File: config.mk
export PLATFORM = sky130hd
export DESIGN_NAME = branch_checkpoint_manager
export DESIGN_NICKNAME = d
export VERILOG_FILES = /design/src/rtl/branch_checkpoint_manager.sv
export SDC_FILE = /design/constraint.sdc
export NUM_CORES = 1
export LEC_CHECK = 0
export CORE_ASPECT_RATIO = 0.6
export CORE_MARGIN = 2
export CORE_UTILIZATION = 30
export CTS_BUF_LIST = sky130_fd_sc_hd__clkbuf_16
export CTS_CLUSTER_DIAMETER = 120
export DETAILED_ROUTE_END_ITERATION = 6
export GPL_ROUTABILITY_DRIVEN = 0
export HOLD_SLACK_MARGIN = 0.12
export RECOVER_POWER = 50
export SKIP_CTS_REPAIR_TIMING = 1
export SLEW_MARGIN = 20
export SYNTH_ARGS = -nofsm -noshare
export SYNTH_HDL_FRONTEND = slang
export SYNTH_SLANG_ARGS = --single-unit
File: constraint.sdc
create_clock -name clk -period 18.95 [get_ports clk]
set_clock_uncertainty 0.2 [all_clocks]
set_input_delay 3.79 -clock clk [delete_from_list [all_inputs] [get_ports clk]]
set_output_delay 3.79 -clock clk [all_outputs]
set_load 0.005 [all_outputs]
File: src/rtl/branch_checkpoint_manager.sv
// Ring of branch checkpoints that selects the oldest mispredicted branch and truncates younger entries.
// Recovery packet and unknown_resolve are registered (1 cycle); alloc_ready drops only when the ring is full.
module branch_checkpoint_manager #(
    parameter int BRANCH_NUM    = 4,
    parameter int AL_IDX_W      = 6,
    parameter int RESOLVE_PORTS = 2,
    parameter int CKPT_W        = 64
) (
    input  logic                              clk,
    input  logic                              rst_n,
    input  logic                              flush,
    input  logic                              alloc_valid,
    output logic                              alloc_ready,
    input  logic [AL_IDX_W-1:0]               alloc_branch_id,
    input  logic                              alloc_color,
    input  logic                              alloc_has_ds,
    input  logic [CKPT_W-1:0]                 alloc_payload,
    output logic [$clog2(BRANCH_NUM)-1:0]     alloc_slot,
    input  logic [RESOLVE_PORTS-1:0]          resolve_valid,
    input  logic [RESOLVE_PORTS*AL_IDX_W-1:0] resolve_branch_id,
    input  logic [RESOLVE_PORTS-1:0]          resolve_color,
    input  logic [RESOLVE_PORTS-1:0]          resolve_miss,
    output logic                              recover_valid,
    output logic [CKPT_W-1:0]                 recover_payload,
    output logic [AL_IDX_W-1:0]               recover_branch_id_ds,
    output logic                              recover_color_ds,
    output logic [AL_IDX_W-1:0]               recover_youngest_ptr,
    output logic                              recover_global_color,
    output logic [$clog2(BRANCH_NUM):0]       occupancy,
    output logic                              unknown_resolve
);
    localparam int IDX_W = $clog2(BRANCH_NUM);
    localparam int OCC_W = IDX_W + 1;

    logic [IDX_W-1:0]      head_q, head_d, tail_q, tail_d;
    logic [BRANCH_NUM-1:0] live_q, live_d, res_q, res_d;
    logic [BRANCH_NUM-1:0] color_q, color_d, ds_q, ds_d;
    logic [AL_IDX_W-1:0]   id_q [BRANCH_NUM];
    logic [AL_IDX_W-1:0]   id_d [BRANCH_NUM];
    logic [CKPT_W-1:0]     payload_q [BRANCH_NUM];
    logic [CKPT_W-1:0]     payload_d [BRANCH_NUM];

    logic                  rec_valid_q, rec_valid_d;
    logic [CKPT_W-1:0]     rec_payload_q, rec_payload_d;
    logic [AL_IDX_W-1:0]   rec_id_ds_q, rec_id_ds_d;
    logic                  rec_color_ds_q, rec_color_ds_d;
    logic [AL_IDX_W-1:0]   rec_yptr_q, rec_yptr_d;
    logic                  rec_gcolor_q, rec_gcolor_d;
    logic                  unknown_q, unknown_d;

    logic [RESOLVE_PORTS-1:0] port_hit;
    logic [IDX_W-1:0]         port_slot [RESOLVE_PORTS];
    logic                     miss_found;
    logic [IDX_W-1:0]         miss_slot;
    logic [AL_IDX_W-1:0]      miss_id;
    logic                     miss_color;
    logic                     any_miss;
    logic                     alloc_fire;
    logic [OCC_W-1:0]         occ;
    logic [AL_IDX_W-1:0]      ds_id;
    logic                     ds_color;

    function automatic logic is_older(input logic [AL_IDX_W-1:0] id_a, input logic c_a,
                                      input logic [AL_IDX_W-1:0] id_b, input logic c_b);
        return ((c_a == c_b) && (id_a < id_b)) || ((c_a != c_b) && (id_a > id_b));
    endfunction

    always_comb begin
        occ = '0;
        for (int i = 0; i < BRANCH_NUM; i++) begin
            occ = occ + OCC_W'(live_q[i]);
        end
    end

    assign occupancy   = occ;
    assign alloc_ready = (occ < OCC_W'(BRANCH_NUM));
    assign alloc_slot  = tail_q;
    assign any_miss    = |(resolve_valid & resolve_miss);
    assign alloc_fire  = alloc_valid && alloc_ready && !any_miss && !flush;

    // Each port looks up the live slot carrying its (id, colour) tag.
    always_comb begin
        logic found;
        for (int p = 0; p < RESOLVE_PORTS; p++) begin
            found        = 1'b0;
            port_slot[p] = '0;
            for (int i = 0; i < BRANCH_NUM; i++) begin
                if (!found && live_q[i] && (color_q[i] == resolve_color[p]) &&
                    (id_q[i] == resolve_branch_id[p*AL_IDX_W +: AL_IDX_W])) begin
                    found        = 1'b1;
                    port_slot[p] = IDX_W'(i);
                end
            end
            port_hit[p] = found;
        end
    end

    // Oldest matching miss wins; strict comparison keeps the lowest port on ties.
    always_comb begin
        miss_found = 1'b0;
        miss_slot  = '0;
        miss_id    = '0;
        miss_color = 1'b0;
        for (int p = 0; p < RESOLVE_PORTS; p++) begin
            if (resolve_valid[p] && resolve_miss[p] && port_hit[p]) begin
                if (!miss_found || is_older(resolve_branch_id[p*AL_IDX_W +: AL_IDX_W],
                                            resolve_color[p], miss_id, miss_color)) begin
                    miss_found = 1'b1;
                    miss_slot  = port_slot[p];
                    miss_id    = resolve_branch_id[p*AL_IDX_W +: AL_IDX_W];
                    miss_color = resolve_color[p];
                end
            end
        end
    end

    always_comb begin
        head_d    = head_q;
        tail_d    = tail_q;
        live_d    = live_q;
        res_d     = res_q;
        color_d   = color_q;
        ds_d      = ds_q;
        id_d      = id_q;
        payload_d = payload_q;
        if (flush) begin
            head_d = '0;
            tail_d = '0;
            live_d = '0;
            res_d  = '0;
        end else begin
            for (int p = 0; p < RESOLVE_PORTS; p++) begin
                if (resolve_valid[p] && !resolve_miss[p] && port_hit[p]) begin
                    res_d[port_slot[p]] = 1'b1;
                end
            end
            if (miss_found) begin
                res_d[miss_slot] = 1'b1;
                // Clearing after the correct resolves discards any that hit squashed slots.
                for (int i = 0; i < BRANCH_NUM; i++) begin
                    if (live_q[i] && is_older(miss_id, miss_color, id_q[i], color_q[i])) begin
                        live_d[i] = 1'b0;
                        res_d[i]  = 1'b0;
                    end
                end
                tail_d = miss_slot + IDX_W'(1);
            end else if (alloc_fire) begin
                live_d[tail_q]    = 1'b1;
                res_d[tail_q]     = 1'b0;
                id_d[tail_q]      = alloc_branch_id;
                color_d[tail_q]   = alloc_color;
                ds_d[tail_q]      = alloc_has_ds;
                payload_d[tail_q] = alloc_payload;
                tail_d            = tail_q + IDX_W'(1);
            end
            if (live_q[head_q] && res_q[head_q]) begin
                live_d[head_q] = 1'b0;
                res_d[head_q]  = 1'b0;
                head_d         = head_q + IDX_W'(1);
            end
        end
    end

    assign ds_id    = id_q[miss_slot] + AL_IDX_W'(ds_q[miss_slot]);
    assign ds_color = color_q[miss_slot] ^ (ds_q[miss_slot] && (ds_id == '0));

    always_comb begin
        rec_valid_d    = miss_found && !flush;
        rec_payload_d  = rec_payload_q;
        rec_id_ds_d    = rec_id_ds_q;
        rec_color_ds_d = rec_color_ds_q;
        rec_yptr_d     = rec_yptr_q;
        rec_gcolor_d   = rec_gcolor_q;
        if (rec_valid_d) begin
            rec_payload_d  = payload_q[miss_slot];
            rec_id_ds_d    = ds_id;
            rec_color_ds_d = ds_color;
            rec_yptr_d     = ds_id + AL_IDX_W'(1);
            rec_gcolor_d   = ds_color ^ (ds_id == {AL_IDX_W{1'b1}});
        end
        unknown_d = |(resolve_valid & ~port_hit);
    end

    always_ff @(posedge clk or negedge rst_n) begin
        if (!rst_n) begin
            head_q         <= '0;
            tail_q         <= '0;
            live_q         <= '0;
            res_q          <= '0;
            color_q        <= '0;
            ds_q           <= '0;
            for (int i = 0; i < BRANCH_NUM; i++) begin
                id_q[i]      <= '0;
                payload_q[i] <= '0;
            end
            rec_valid_q    <= 1'b0;
            rec_payload_q  <= '0;
            rec_id_ds_q    <= '0;
            rec_color_ds_q <= 1'b0;
            rec_yptr_q     <= '0;
            rec_gcolor_q   <= 1'b0;
            unknown_q      <= 1'b0;
        end else begin
            head_q         <= head_d;
            tail_q         <= tail_d;
            live_q         <= live_d;
            res_q          <= res_d;
            color_q        <= color_d;
            ds_q           <= ds_d;
            id_q           <= id_d;
            payload_q      <= payload_d;
            rec_valid_q    <= rec_valid_d;
            rec_payload_q  <= rec_payload_d;
            rec_id_ds_q    <= rec_id_ds_d;
            rec_color_ds_q <= rec_color_ds_d;
            rec_yptr_q     <= rec_yptr_d;
            rec_gcolor_q   <= rec_gcolor_d;
            unknown_q      <= unknown_d;
        end
    end

    assign recover_valid        = rec_valid_q;
    assign recover_payload      = rec_payload_q;
    assign recover_branch_id_ds = rec_id_ds_q;
    assign recover_color_ds     = rec_color_ds_q;
    assign recover_youngest_ptr = rec_yptr_q;
    assign recover_global_color = rec_gcolor_q;
    assign unknown_resolve      = unknown_q;

endmodule

==> flow_results.org, run 1 <==
** Run status
- Run status :: complete, but fails checks
- The final reports fail on capacitance limit, slew limit.

** Synthesis
- The synthesized design contains 0 enable-type register cells.
- Synth Net Count :: 1,898
- Number of synthesis warnings :: 0
- In the synthesized netlist the dominant register cell turns out to be dfrtp_1.
- Counting every instance in the synthesized netlist gives around 1,800.
- Cell type with the highest aggregate area in the netlist :: dfrtp_1
- Sequential-to-total area share from yosys stat :: around 52%
- Flop and latch count out of synthesis :: 380
- Netlist cell types :: 72
- Share of the synthesized area in the top cell type :: 52.1%
- Async S/R FF share, synth :: 100%
- Per-instance average area after synthesis :: between 10 and 15 sq um
- Top cells by area, synth :: dfrtp_1 52%, mux2_2 13%, nand2_1 9.7%, a221oi_1 3.1%, o21ai_0 2.8%
- Post-synthesis instance area :: ~18,000 sq um

** Global route
- The via count of the first global-routing pass came to 14,300.
- The number of antenna violations at the first check in global routing was 6.
- Global route total overflow :: 0
- The first global-routing pass estimated ~86 mm of wire.
- Maximum number of pins on one net before global-route repair :: 96
- Across every metal layer, demand over resource in global routing totals approximately 18%.

** Place
- Including well taps, the total number of placed cells is 2,665.
- OpenSTA, run right after detailed placement, puts the worst setup slack at between 7000 and 8000 ps.
- Once detailed placement completed, the half-perimeter wirelength came to 36.5 mm.
- I/O Buffers :: ~180

** STA
- Setup violations remaining at the end of the flow were counted as 0.
- Accumulated negative setup slack :: 0 ps
- Tightest Pin Transition :: about 5200 ps
- Final worst slack :: 7830 ps
- Relative slew slack :: -246%
- Worst hold slack across all endpoints :: between 200 and 300 ps
- The number of max-slew violations in the final report came to 280.
- The count of endpoints failing hold in the final timing report is 0.
- Final period util :: between 50% and 60%
- Fmax achieved :: 0.0900 GHz
- RSZ-0062 raised after global routing :: no
- The routed design could run at a clock period as short as ~11,000 ps.

** Finish
- Summing all flip-flop and latch instances after layout gives 9510 sq um.
- Summing all multi-input logic gate instances after layout gives ~8200 sq um.
- Number of fillers in the final layout :: between 5,000 and 6,000
- In the layout the commonest cells are 468 x nand2_1, 380 x dfrtp_1, 214 x mux2_2, 103 x o21ai_0, 96 x clkdlybuf4s50_1.
- Fin cells :: 2,737
- After the last flow step, the layout net total stands at approximately 2,000.
- Leaving out fill and tap cells, the most frequent cell in the layout is nand2_1.
- The area growth from synthesis to layout is 20.8%.
- Share of final-layout standard cells stronger than drive strength 1 :: 16.4%

** Floorplan
- Die footprint :: around 63,000 sq um
- Core region area :: a little under 60,000 sq um
- Initial core utilization :: roughly 31%
- For this design the top-level I/O count stands at 180.
- Die Height :: between 150 and 200 um
- Die width :: between 300 and 400 um
- Row generation in the floorplan step produced 69 rows.

** Detailed routing
- Once detail routing completed, the nets flagged for antenna violations numbered 0.
- In this run, the number of DRC markers left after iteration 0 of detailed routing was around 1,400.
- DRC violation count after routing :: 0
- After detailed routing, the average wire length per cell comes to 20.2 um.
- The detailed router placed between 10,000 and 15,000 vias in this run.
- For this run, the detailed router's first-pass iteration total came to 5.
- Wires add up to 55.3 mm.
- Dividing the detail-routed via count by the number of cells gives about 5.

** Power and ir drop
- Peak supply drop :: roughly 0.057 mV
- Portion of total power attributed to the clock network :: about a third
- Leakage power of the design :: ~10 nW
- Cell internal power was estimated by the tool at 1.54 mW.
- Combinational logic burns approximately 17% of the power.
- Power per Cell Area :: between 90 and 100 nW/um^2
- In this run, flip-flops and latches consume between 40% and 50% of the power.
- Sw Pwr :: between 500 and 600 uW
- Net switching is a little over a quarter of the power.

** Critical path
- The slowest stage of the critical path belongs to the cell clkbuf_1.
- On the worst path, the slowest cell contributes a delay of approximately 3600 ps.
- Critical setup path kind :: in -> async
- STA puts the critical path data required time at roughly 18,000 ps.
- Most numerous cell on the critical path :: clkbuf_1
- Along the worst path, the maximum fanout reaches 95.
- Critical path buffers and inverters :: 2
- The worst setup path is captured at an asynchronous set/reset pin.
- Startpoint kind of the worst setup timing path :: primary input
- Cell chain of the critical path :: clkbuf_1, clkbuf_1
- Cell class contributing the biggest share of worst-path delay :: buffers and inverters
- For the worst setup path, the data arrival time is 10,580 ps.

** Clocking
- Deepest level of the CTS H-tree :: 2
- TritonCTS clock tree :: yes
- The tree built by TritonCTS fans out to 380 sinks.
- Clock latency of the later-clocked register in the worst-skew pair :: about 530 ps
- Clock tree synthesis inserted a total of 39 buffers.
- After clock tree synthesis, the clock-pin slew on the worst setup and hold paths is around 60 ps.
- The clock passes through at most 3 buffers.
- The root buffer cell chosen for the clock tree is clkbuf_16.

** Run
- Count of maximum capacitance violations :: 4

** Min path
- The worst hold path belongs to the class reg -> reg.
-- cell type report --
cell class | count | area share (%)
Sequential cell | 380 | 43.2
Multi-Input combinational cell | 1236 | 37.3
Timing Repair Buffer | 201 | 8.82
Clock buffer | 41 | 4.66
Tap cell | 816 | 4.63
Clock inverter | 28 | 0.801
Inverter | 32 | 0.551
Antenna cell | 3 | 0.0341
-- cells by family (layout without fill, tap and decap cells) --
logic type	count (synthesis)	after routing	synth area share (%)
adder cells (fa/ha/maj)	41	41	2.85
AND/OR/NAND/NOR	594	594	13.8
multiplexers	222	222	13.7
XOR/XNOR	68	68	3.27
other	0	3	0
flip-flops	380	380	52.1
AO/OA/AOI/OAI	311	311	11.0
buffers and inverters	147	302	3.29
-- worst register-to-register path, stage by stage (launching register included) --
cell and delay [ps]:
dfrtp_1 470, xor2_1 190, nor4_2 410, and4_4 320, nor4_4 80, nor2_1 430
nand2_1 150, ha_1 370, nand4_1 150, o21bai_1 200, and4_1 210, or3_1 400
o2111ai_2 410, inv_1 240, nor2_4 120, buf_4 760, mux2i_1 370, ha_1 260
ha_1 290, nor2_1 80, and3_1 240, nor4b_4 450, nand4_1 240, o41a_1 450
o211ai_1 100
-- per-layer routing --
layer	GRT usage, %	up-vias	wire [um]
met2	26.2	483	23500
met5	0	-	34
met4	4.19	6	1140
met1	25.9	6938	26600
met3	4.41	91	4060
li1	-	6366	-
-- synthesized netlist by cell type, drive strengths merged, types with 3 or more instances --
library cell  instances
clkbuf               85
ha                   40
o21ai               109
xor2                 10
o221ai                3
buf                  30
xnor2                58
mux2i                 8
dfrtp               380
a211oi                4
and4                  3
a21o                  6
nor2b                11
nand2b                5
nand3                13
and3                  8
or3                   4
a41oi                 3
a221oi               65
a31oi                 6
nor4                  3
nand2               469
nor2                 37
a21oi                87
o211ai                5
and2                  6
mux2                214
nand4                21
o22ai                 4
inv                  31
or2                   6
-- power by group through the flow --
stage / Sequential, mW / Clock [mW] / Combinational, mW
5_1_grt: 1.03 / 0.799 / 0.396
3_5_place_dp: 1.03 / 0 / 0.356
3_3_place_gp: 1.02 / 0 / 0.343
4_1_cts: 1.02 / 0.761 / 0.359
2_1_floorplan: 0.998 / 0 / 0.249
6_report: 1.02 / 0.739 / 0.355
-- worst paths after layout --
kind / startpoint / end / slack [ps] / cells after the start
setup / recovery: rst_n / recover_payload[22] / 7830 / 2
hold / removal: recover_payload[27] / recover_payload[27] / 270 / 2
setup reg to reg: id_q[20] / recover_global_color / 11290 / 24
hold reg to reg: recover_payload[27] / recover_payload[27] / 270 / 2
max in group clk: resolve_branch_id[5] / recover_global_color / 7920 / 25
min in group asynchronous: rst_n / live_q[3] / 4940 / 1
-- per-stage QoR --
stage	cell area, sq um	total power, mW	utilization, %
2_1_floorplan	18200	1.25	-
3_3_place_gp	20900	1.37	35.0
3_5_place_dp	20900	1.39	35.0
4_1_cts	22100	2.14	37.0
5_1_grt	22000	2.23	36.9
6_report	22000	2.12	36.9
-- registers in the layout (all words and copies together) (netlist names), 4 cells and up --
name and cells:
color_q 4, ds_q 4, id_q 24, live_q 4, payload_q 256, recover_branch_id_ds 6, recover_payload 64, recover_youngest_ptr 6
res_q 4
Note: power is estimated with default switching activity, not from simulation.
==> run 2: changes to the inputs <==
Clock period 18.95 ns to 10.4 ns, I/O delays scaled along.
==> run 2 against run 1 <==
Effect of this change: the flow still finishes with violations (capacitance limit, slew limit); wire length increased by 0.23%; sequential power increased by 82%; clock power is 81% higher; register-to-register slack got worse by 8200 ps; non-clock buffer count is 1 higher; total power is 82% higher; combinational power grew 83%; via count up 0.24%; count of clock-buffer cells in the layout unchanged; cell count is essentially flat; largest power group unchanged; highest routed layer unchanged.
==> flow_results.org, run 2 (same netlist as run 1, synthesis figures left out) <==
** Power and ir drop
- The internal power component came to 2.78 mW (was 1.54 mW).
- The worst ir drop on vdd came to 0.103 mV (was 0.0571 mV).
- Switching portion of total power :: 27.6% (was 27.3%)
- The cell leakage power came to 10.1 nW (about the same).
- Portion of total power attributed to sequential cells :: 48.4% (was 48.3%)
- Power per Cell Area :: 174 nW/um^2 (was 96.1 nW/um^2)
- Sw Pwr :: 1.06 mW (was 577 uW)
- Portion of total power attributed to the clock network :: 34.8% (was 34.9%)
- The power share of the combinational group came to 16.9% (was 16.8%).

** Critical path
- The number of buffers and inverters on the critical path is 1 (was 2).
- The signal arrival time at the worst endpoint was 9220 ps (was 10,580 ps).
- Critical setup path kind :: in -> reg (was in -> async)
- FF-to-FF path depth :: 24 (unchanged)
- The delay contributed by the slowest stage of the critical path was 670 ps (was 3570 ps).
- The critical-path maximum fanout was 17 (was 95).
- The data required time of the critical path was 10,670 ps (was 18,410 ps).
- Cell class contributing the biggest share of worst-path delay :: simple AND/OR/NAND/NOR gates (was buffers and inverters)
- Library cell contributing the largest single delay on the critical path :: o21ai_1 (was clkbuf_1)
- The cell with the most instances on the worst path was ha_1 (was clkbuf_1).
- The cell count along the critical path was 25 (was 2).
- The element type at the critical path end was a flip-flop (was asynchronous set/reset pin).
- The critical path startpoint category was a primary input (unchanged).

** Clocking
- The buffer depth of the longest clock path is 3 (unchanged).
- Clock sink total :: 380 (unchanged)
- Clock-pin slew on the worst setup and hold paths :: 60 ps (about the same)
- The count of H-tree levels built during CTS came to 2 (unchanged).
- The buffer type at the clock tree root was clkbuf_16 (unchanged).
- TritonCTS clock tree :: yes (unchanged)
- The number of buffers added by the clock tree synthesis step was 41 (was 39).
- The worst-skew pair later-pin latency was 560 ps (was 530 ps).

** Detailed routing
- The number of routed nets with antenna violations came to 0 (unchanged).
- The overall routed net length is 55.4 mm (was 55.3 mm).
- Met3 wirelength from detailed routing :: 3.73 mm (was 4.06 mm)
- The detail-routed net length per standard cell was 20.2 um (about the same).
- The met1 layer wirelength in the final routing was 26.4 mm (was 26.6 mm).
- Topmost layer with routed signal wires :: met5 (unchanged)
- Average vias per placed instance :: 5.08 (was 5.07)
- DRC violation count after routing :: 0 (unchanged)
- The detailed-routed wire length on met2 came to 24.1 mm (was 23.5 mm).
- The count of vias placed by the detailed router came to 13,900 (about the same).
- Iteration count of the initial detailed-routing pass :: 6 (was 5)
- The DRC violation total after the first TritonRoute iteration was 1,108 (was 1,405).

** Place
- DP Cell Count :: 2,665 (unchanged)
- The total half-perimeter wirelength after legalization and detailed placement was 36.3 mm (was 36.5 mm).
- I/O Buffers :: 179 (unchanged)

** STA
- Tightest Pin Transition :: 5430 ps (was 5190 ps)
- RSZ-0062 raised after global routing :: no (unchanged)
- Final period util :: around 86%
- Worst hold slack across all endpoints :: 269 ps (was 272 ps)
- The number of endpoints failing setup at the final stage was 0 (unchanged).
- The count of endpoints failing hold in the final timing report was 0 (unchanged).
- Period minus WS final :: 8950 ps
- Fmax achieved :: roughly 0.11 GHz
- The accumulated negative setup slack is 0 ps (unchanged).
- Max-slew violation total from the final report :: 308 (was 280)
- The max-slew headroom at the worst pin is -262% (was -246%).

** Floorplan
- Die footprint :: 62,800 sq um (unchanged)
- Row count :: 69 (unchanged)
- Initial core utilization :: 30.6% (unchanged)
- Core region area :: 59,700 sq um (unchanged)
- The die boundary height is 195 um (unchanged).
- Die width :: 322 um (unchanged)
- The number of top-level pins is 180 (unchanged).

** Finish
- Fin cells :: 2,739 (was 2,737)
- The most common library cell in the layout ignoring fill and taps was nand2_1 (unchanged).
- The proportion of layout cells with a drive suffix above 1 is 16.7% (was 16.4%).
- The number of nets in the layout came to 2,028 (was 2,025).
- Highest-count cells in the layout ignoring fill and taps :: 468 x nand2_1, 380 x dfrtp_1, 214 x mux2_2, 106 x clkdlybuf4s50_1, 103 x o21ai_0 (was 468 x nand2_1, 380 x dfrtp_1, 214 x mux2_2, 103 x o21ai_0, 96 x clkdlybuf4s50_1)
- The count of fill cells added during filler insertion was 5,764 (was 5,771).
- The register name with the most flops is payload_q (unchanged).
- Flip-flop count of the largest register after layout :: 256 (unchanged)
- The area added between synthesis and finish is 20.9% (was 20.8%).

** Global route
- Via count of the first global-routing pass :: 14,400 (was 14,300)
- Global route total overflow :: 0 (unchanged)
- Maximum number of pins on one net before global-route repair :: 161 (was 96)
- The aggregate global-route resource usage was 17.7% (about the same).
- Number of antenna violations at the first check in global routing :: 4 (was 6)
- Global-route wire length before repair :: 86.3 mm (was 86.4 mm)

** Min path
- The worst hold path depth is 2 (unchanged).
- The class of the tightest hold or removal check was reg -> reg (unchanged).

** Run status
- Violations in the final reports :: capacitance limit, slew limit (unchanged)
- Run status :: complete, but fails checks (unchanged)

** Run
- The max capacitance violation total came to 3 (was 4).
run 2: layout make-up:
type                    count  area (sq um)  area share (%)
flip-flops and latches    380          9510            43.1
multi-input cells        1236          8230            37.3
repair buffers            202          1970            8.95
clock buffers              41          1030            4.65
well taps                 816          1020            4.63
clock inverters            30           163           0.738
inverters                  32           121           0.550
diodes                      2          5.00          0.0227
run 2: worst register-to-register path: stages, from the launching register on:
cell	delay [ps]
dfrtp_1	480
xor2_1	200
nor4_2	400
and4_4	330
nor4_4	80
nor2_1	440
nand2_1	180
ha_1	330
nand4_1	140
o21bai_1	200
and4_1	200
or3_1	390
o21ai_1	670
a2bb2oi_4	530
nand2_1	110
and3_1	180
a31oi_1	140
ha_1	220
ha_1	260
nor2_1	70
and3_1	250
nor4b_4	440
nand4_1	250
o41a_1	450
o211ai_1	100
run 2: final timing paths:
check	start	endpoint	slack, ps
worst max-delay path	resolve_branch_id[2]	recover_global_color	1450
worst min-delay path	recover_payload[54]	recover_payload[54]	270
worst max register to register	id_q[20]	recover_global_color	3080
worst min register to register	recover_payload[54]	recover_payload[54]	270
max in group asynchronous	rst_n	recover_payload[4]	2110
min in group asynchronous	rst_n	recover_payload[46]	3300
run 2: routing by layer:
metal	vias to the layer above	GRT usage (%)
met1	7079	25.5
met4	6	4.62
met3	89	4.18
met2	377	26.5
li1	6366	-
met5	-	0
run 2: power by group through the flow:
stage / Clock, mW / Sequential (mW) / Combinational (mW)
floorplan: 0 / 1.82 / 0.453
finish: 1.34 / 1.86 / 0.649
CTS: 1.38 / 1.85 / 0.655
global placement: 0 / 1.87 / 0.627
global route: 1.44 / 1.88 / 0.724
detailed placement: 0 / 1.88 / 0.651
run 2: per-stage QoR:
step | setup slack [ps] | utilization [%] | power, mW | area, sq um
2_1_floorplan | 2090 | - | 2.27 | 18200
3_3_place_gp | 1210 | 35.0 | 2.49 | 20900
3_5_place_dp | 1040 | 35.0 | 2.53 | 20900
4_1_cts | 1580 | 37.0 | 3.89 | 22100
5_1_grt | 754 | 37.0 | 4.05 | 22100
6_report | 1450 | 37.0 | 3.85 | 22100
==> run 3: changes to the inputs <==
Settings changed: CAP_MARGIN from default to 10, CTS_BUF_LIST sky130_fd_sc_hd__clkbuf_16 to sky130_fd_sc_hd__clkbuf_4 sky130_fd_sc_hd__clkbuf_8.
==> run 3 against run 2 <==
Effect of this change: the flow still finishes with violations (capacitance limit, slew limit); global-route usage up 0.13 points; non-clock buffer count unchanged; total power up 2.0%; sequential power about the same; cell area up 0.65%; count of clock-buffer cells in the layout up 50; register-to-register slack about the same; die area unchanged; worst hold slack better by 5.0 ps; via count up 0.66%; sequential share of layout area down 0.28 points; highest routed layer unchanged.
==> flow_results.org, run 3 (same netlist as run 1, synthesis figures left out) <==
** Run status
- Run status: complete, but fails checks (unchanged).
- Violations in the final reports: capacitance limit, slew limit (unchanged).

** Detailed routing
- The detail-routed net length per standard cell was 20.2 um (about the same).
- Iteration count of the initial detailed-routing pass :: 6 (unchanged)
- Final WL :: 55.9 mm (was 55.4 mm)
- The routed via count divided by cell count is 5.05 (was 5.08).
- Overall via count from detail_route :: 14,000 (was 13,900)
- Count of nets left with antenna violations after detail routing :: 0 (unchanged)
- DRC violation count after routing :: 0 (unchanged)
- DRT iter0 DRCs :: 1,058 (was 1,108)

** Floorplan
- Die width :: 322 um (unchanged)
- The number of top-level pins came to 180 (unchanged).
- The die boundary height is 195 um (unchanged).
- Core region area :: 59,700 sq um (unchanged)
- The initial core utilization came to 30.6% (unchanged).
- Row count :: 69 (unchanged)
- The die outline area was 62,800 sq um (unchanged).

** Place
- The count of input and output buffers was 179 (unchanged).
- HPWL Detailed :: 36.3 mm (unchanged)
- Setup Slack @ Placement :: 1040 ps (unchanged)
- The post-placement cell count was 2,665 (unchanged).
- Cell Area, Placed :: 20,900 sq um (unchanged)

** Finish
- Number of fillers in the final layout :: 5,770 (was 5,764)
- Synthesis-to-layout area growth :: 21.7% (was 20.9%)
- Final standard cell area without fillers :: 22,200 sq um (was 22,100 sq um)
- Most common cell after layout, fill and taps aside :: nand2_1 (unchanged)
- The number of nets in the layout is 2,047 (was 2,028).
- Fin cells :: 2,773 (was 2,739)
- Footprint of the multi-input gates :: 8230 sq um (about the same)
- Highest-count cells in the layout ignoring fill and taps: 468 x nand2_1, 380 x dfrtp_1, 214 x mux2_2, 154 x clkdlybuf4s50_1, 103 x o21ai_0 (was 468 x nand2_1, 380 x dfrtp_1, 214 x mux2_2, 106 x clkdlybuf4s50_1, 103 x o21ai_0).
- The register name with the most flops is payload_q (unchanged).
- The post-route core utilization was 37.2% (was 37.0%).
- Share of final-layout standard cells stronger than drive strength 1 :: 19.1% (was 16.7%)
- Flip-flop count of the largest register after layout :: 256 (unchanged)
- Sequential standard cell area :: 9510 sq um (unchanged)

** Global route
- Global route total overflow :: 0 (unchanged)
- Number of antenna violations at the first check in global routing :: 3 (was 4)
- The largest net degree at the start of global routing was 161 (unchanged).
- The wire length of the first global-routing pass came to 86.8 mm (was 86.3 mm).
- The aggregate global-route resource usage is 17.8% (was 17.7%).
- The via count of the first global-routing pass came to 14,600 (was 14,400).

** Min path
- The hold path startpoint is payload_q[15] (was recover_payload[54]).
- The end point of the most critical hold path was payload_q[15] (was recover_payload[54]).
- The class of the tightest hold or removal check was reg -> reg (unchanged).
- Worst hold stages :: 2 (unchanged)

** Critical path
- Critical path required time :: 10,810 ps (was 10,670 ps)
- The reg-to-reg startpoint is id_q[20] (unchanged).
- The type of the worst setup path is in -> reg (unchanged).
- Crit path DAT :: 9240 ps (was 9220 ps)
- Register-to-register setup slack :: 3080 ps (about the same)
- The destination of the worst register-to-register timing path is recover_global_color (unchanged).
- FF-to-FF path depth :: 23 (was 24)
- The element type at the critical path end is a flip-flop (unchanged).
- The critical-path maximum fanout is 17 (unchanged).
- Startpoint kind of the worst setup timing path :: primary input (unchanged)

** Clocking
- The TritonCTS clock tree is yes (unchanged).
- Inserted Clock Buffers :: 60 (was 41)
- The clock slew at the register clock pins of the worst setup and hold paths is 70 ps (was 60 ps).
- Clock tree root driver cell :: clkbuf_8 (was clkbuf_16)
- Maximum buffer depth of the clock tree :: 3 (unchanged)
- The TritonCTS sink count came to 380 (unchanged).
- Deepest level of the CTS H-tree :: 2 (unchanged)
- Clock latency of the later-clocked register in the worst-skew pair :: 690 ps (was 560 ps)

** STA
- The number of endpoints failing setup at the final stage was 0 (unchanged).
- Worst hold slack across all endpoints :: 274 ps (was 269 ps)
- The accumulated negative setup slack was 0 ps (unchanged).
- RSZ-0062 raised after global routing :: no (unchanged)
- Period minus WS final :: 8830 ps (was 8950 ps)
- The transition at the pin with the smallest max-transition slack is 5370 ps (was 5430 ps).
- Final worst slack :: 1570 ps (was 1450 ps)
- The number of max-slew violations in the final report came to 329 (was 308).
- The peak clock frequency supported by timing was 0.113 GHz (was 0.112 GHz).
- The max-slew headroom at the worst pin is -258% (was -262%).
- Final period util :: 84.9% (was 86.0%)
- Number of endpoints with negative hold slack in the final report :: 0 (unchanged)

** Power and ir drop
- Power per Cell Area :: 177 nW/um^2 (was 174 nW/um^2)
- The total design power is 3.92 mW (was 3.85 mW).
- Leakage power of the design :: 10.0 nW (was 10.1 nW)
- Peak supply drop :: 0.0888 mV (was 0.103 mV)

** Run
- Count of maximum capacitance violations :: 4 (was 3)
==> run 3: cell types whose count changed in the layout (fill, tap and decap cells not counted), moves of 9 or more <==
cell	before	now
clkbuf_16	41	0
clkbuf_4	1	14
dlygate4sd3_1	72	24
inv_1	42	31
clkbuf_8	0	78
clkdlybuf4s50_1	106	154
clkinv_1	9	0
==> run 3: layout make-up <==
cell class                 count  share of cell area (%)
multi-input combinational   1236                    37.1
sequential                   380                    42.8
antenna                        2                  0.0225
clock inverter                14                   0.733
timing repair buffer         202                    8.90
tap                          816                    4.60
clock buffer                  91                    5.28
inverter                      32                   0.547
==> run 3: power by group <==
part           total [mW]  switching [mW]  internal, mW
Sequential           1.86           0.163          1.70
Combinational       0.651           0.300         0.351
Clock                1.41           0.620         0.792
==> run 3: worst max path at each step <==
stage,from,to,slack [ps]
2_1_floorplan,resolve_branch_id[2],recover_global_color,2090
3_3_place_gp,resolve_branch_id[2],recover_global_color,1210
3_5_place_dp,resolve_branch_id[2],recover_global_color,1040
4_1_cts,resolve_branch_id[2],recover_global_color,1750
5_1_grt,rst_n,payload_q[66],870
6_report,resolve_branch_id[2],recover_global_color,1570
==> run 3: layer usage <==
| metal | up-vias | wire [um] | GRT usage [%] |
|---|---|---|---|
| li1 | 6402 | - | - |
| met1 | 7070 | 26300 | 25.6 |
| met2 | 441 | 24400 | 26.7 |
| met3 | 92 | 3990 | 4.26 |
| met4 | 4 | 1170 | 4.98 |
| met5 | - | 21 | 0 |
==> run 3: worst max-delay path, cell delays in order <==
cell and delay (ps):
clkdlybuf4s50_1 550, xor2_1 240, nor4_2 400, and4_4 330, nor4_4 80, nor2_1 450
nand2_1 180, ha_1 340, nand4_1 140, o21bai_1 200, and4_1 200, or3_1 390
o21ai_1 670, a2bb2oi_4 530, mux2i_1 150, mux2i_1 240, ha_1 250, ha_1 270
nor2_1 80, and3_1 250, nor4b_4 430, nand4_1 250, o41a_1 450, o211ai_1 90
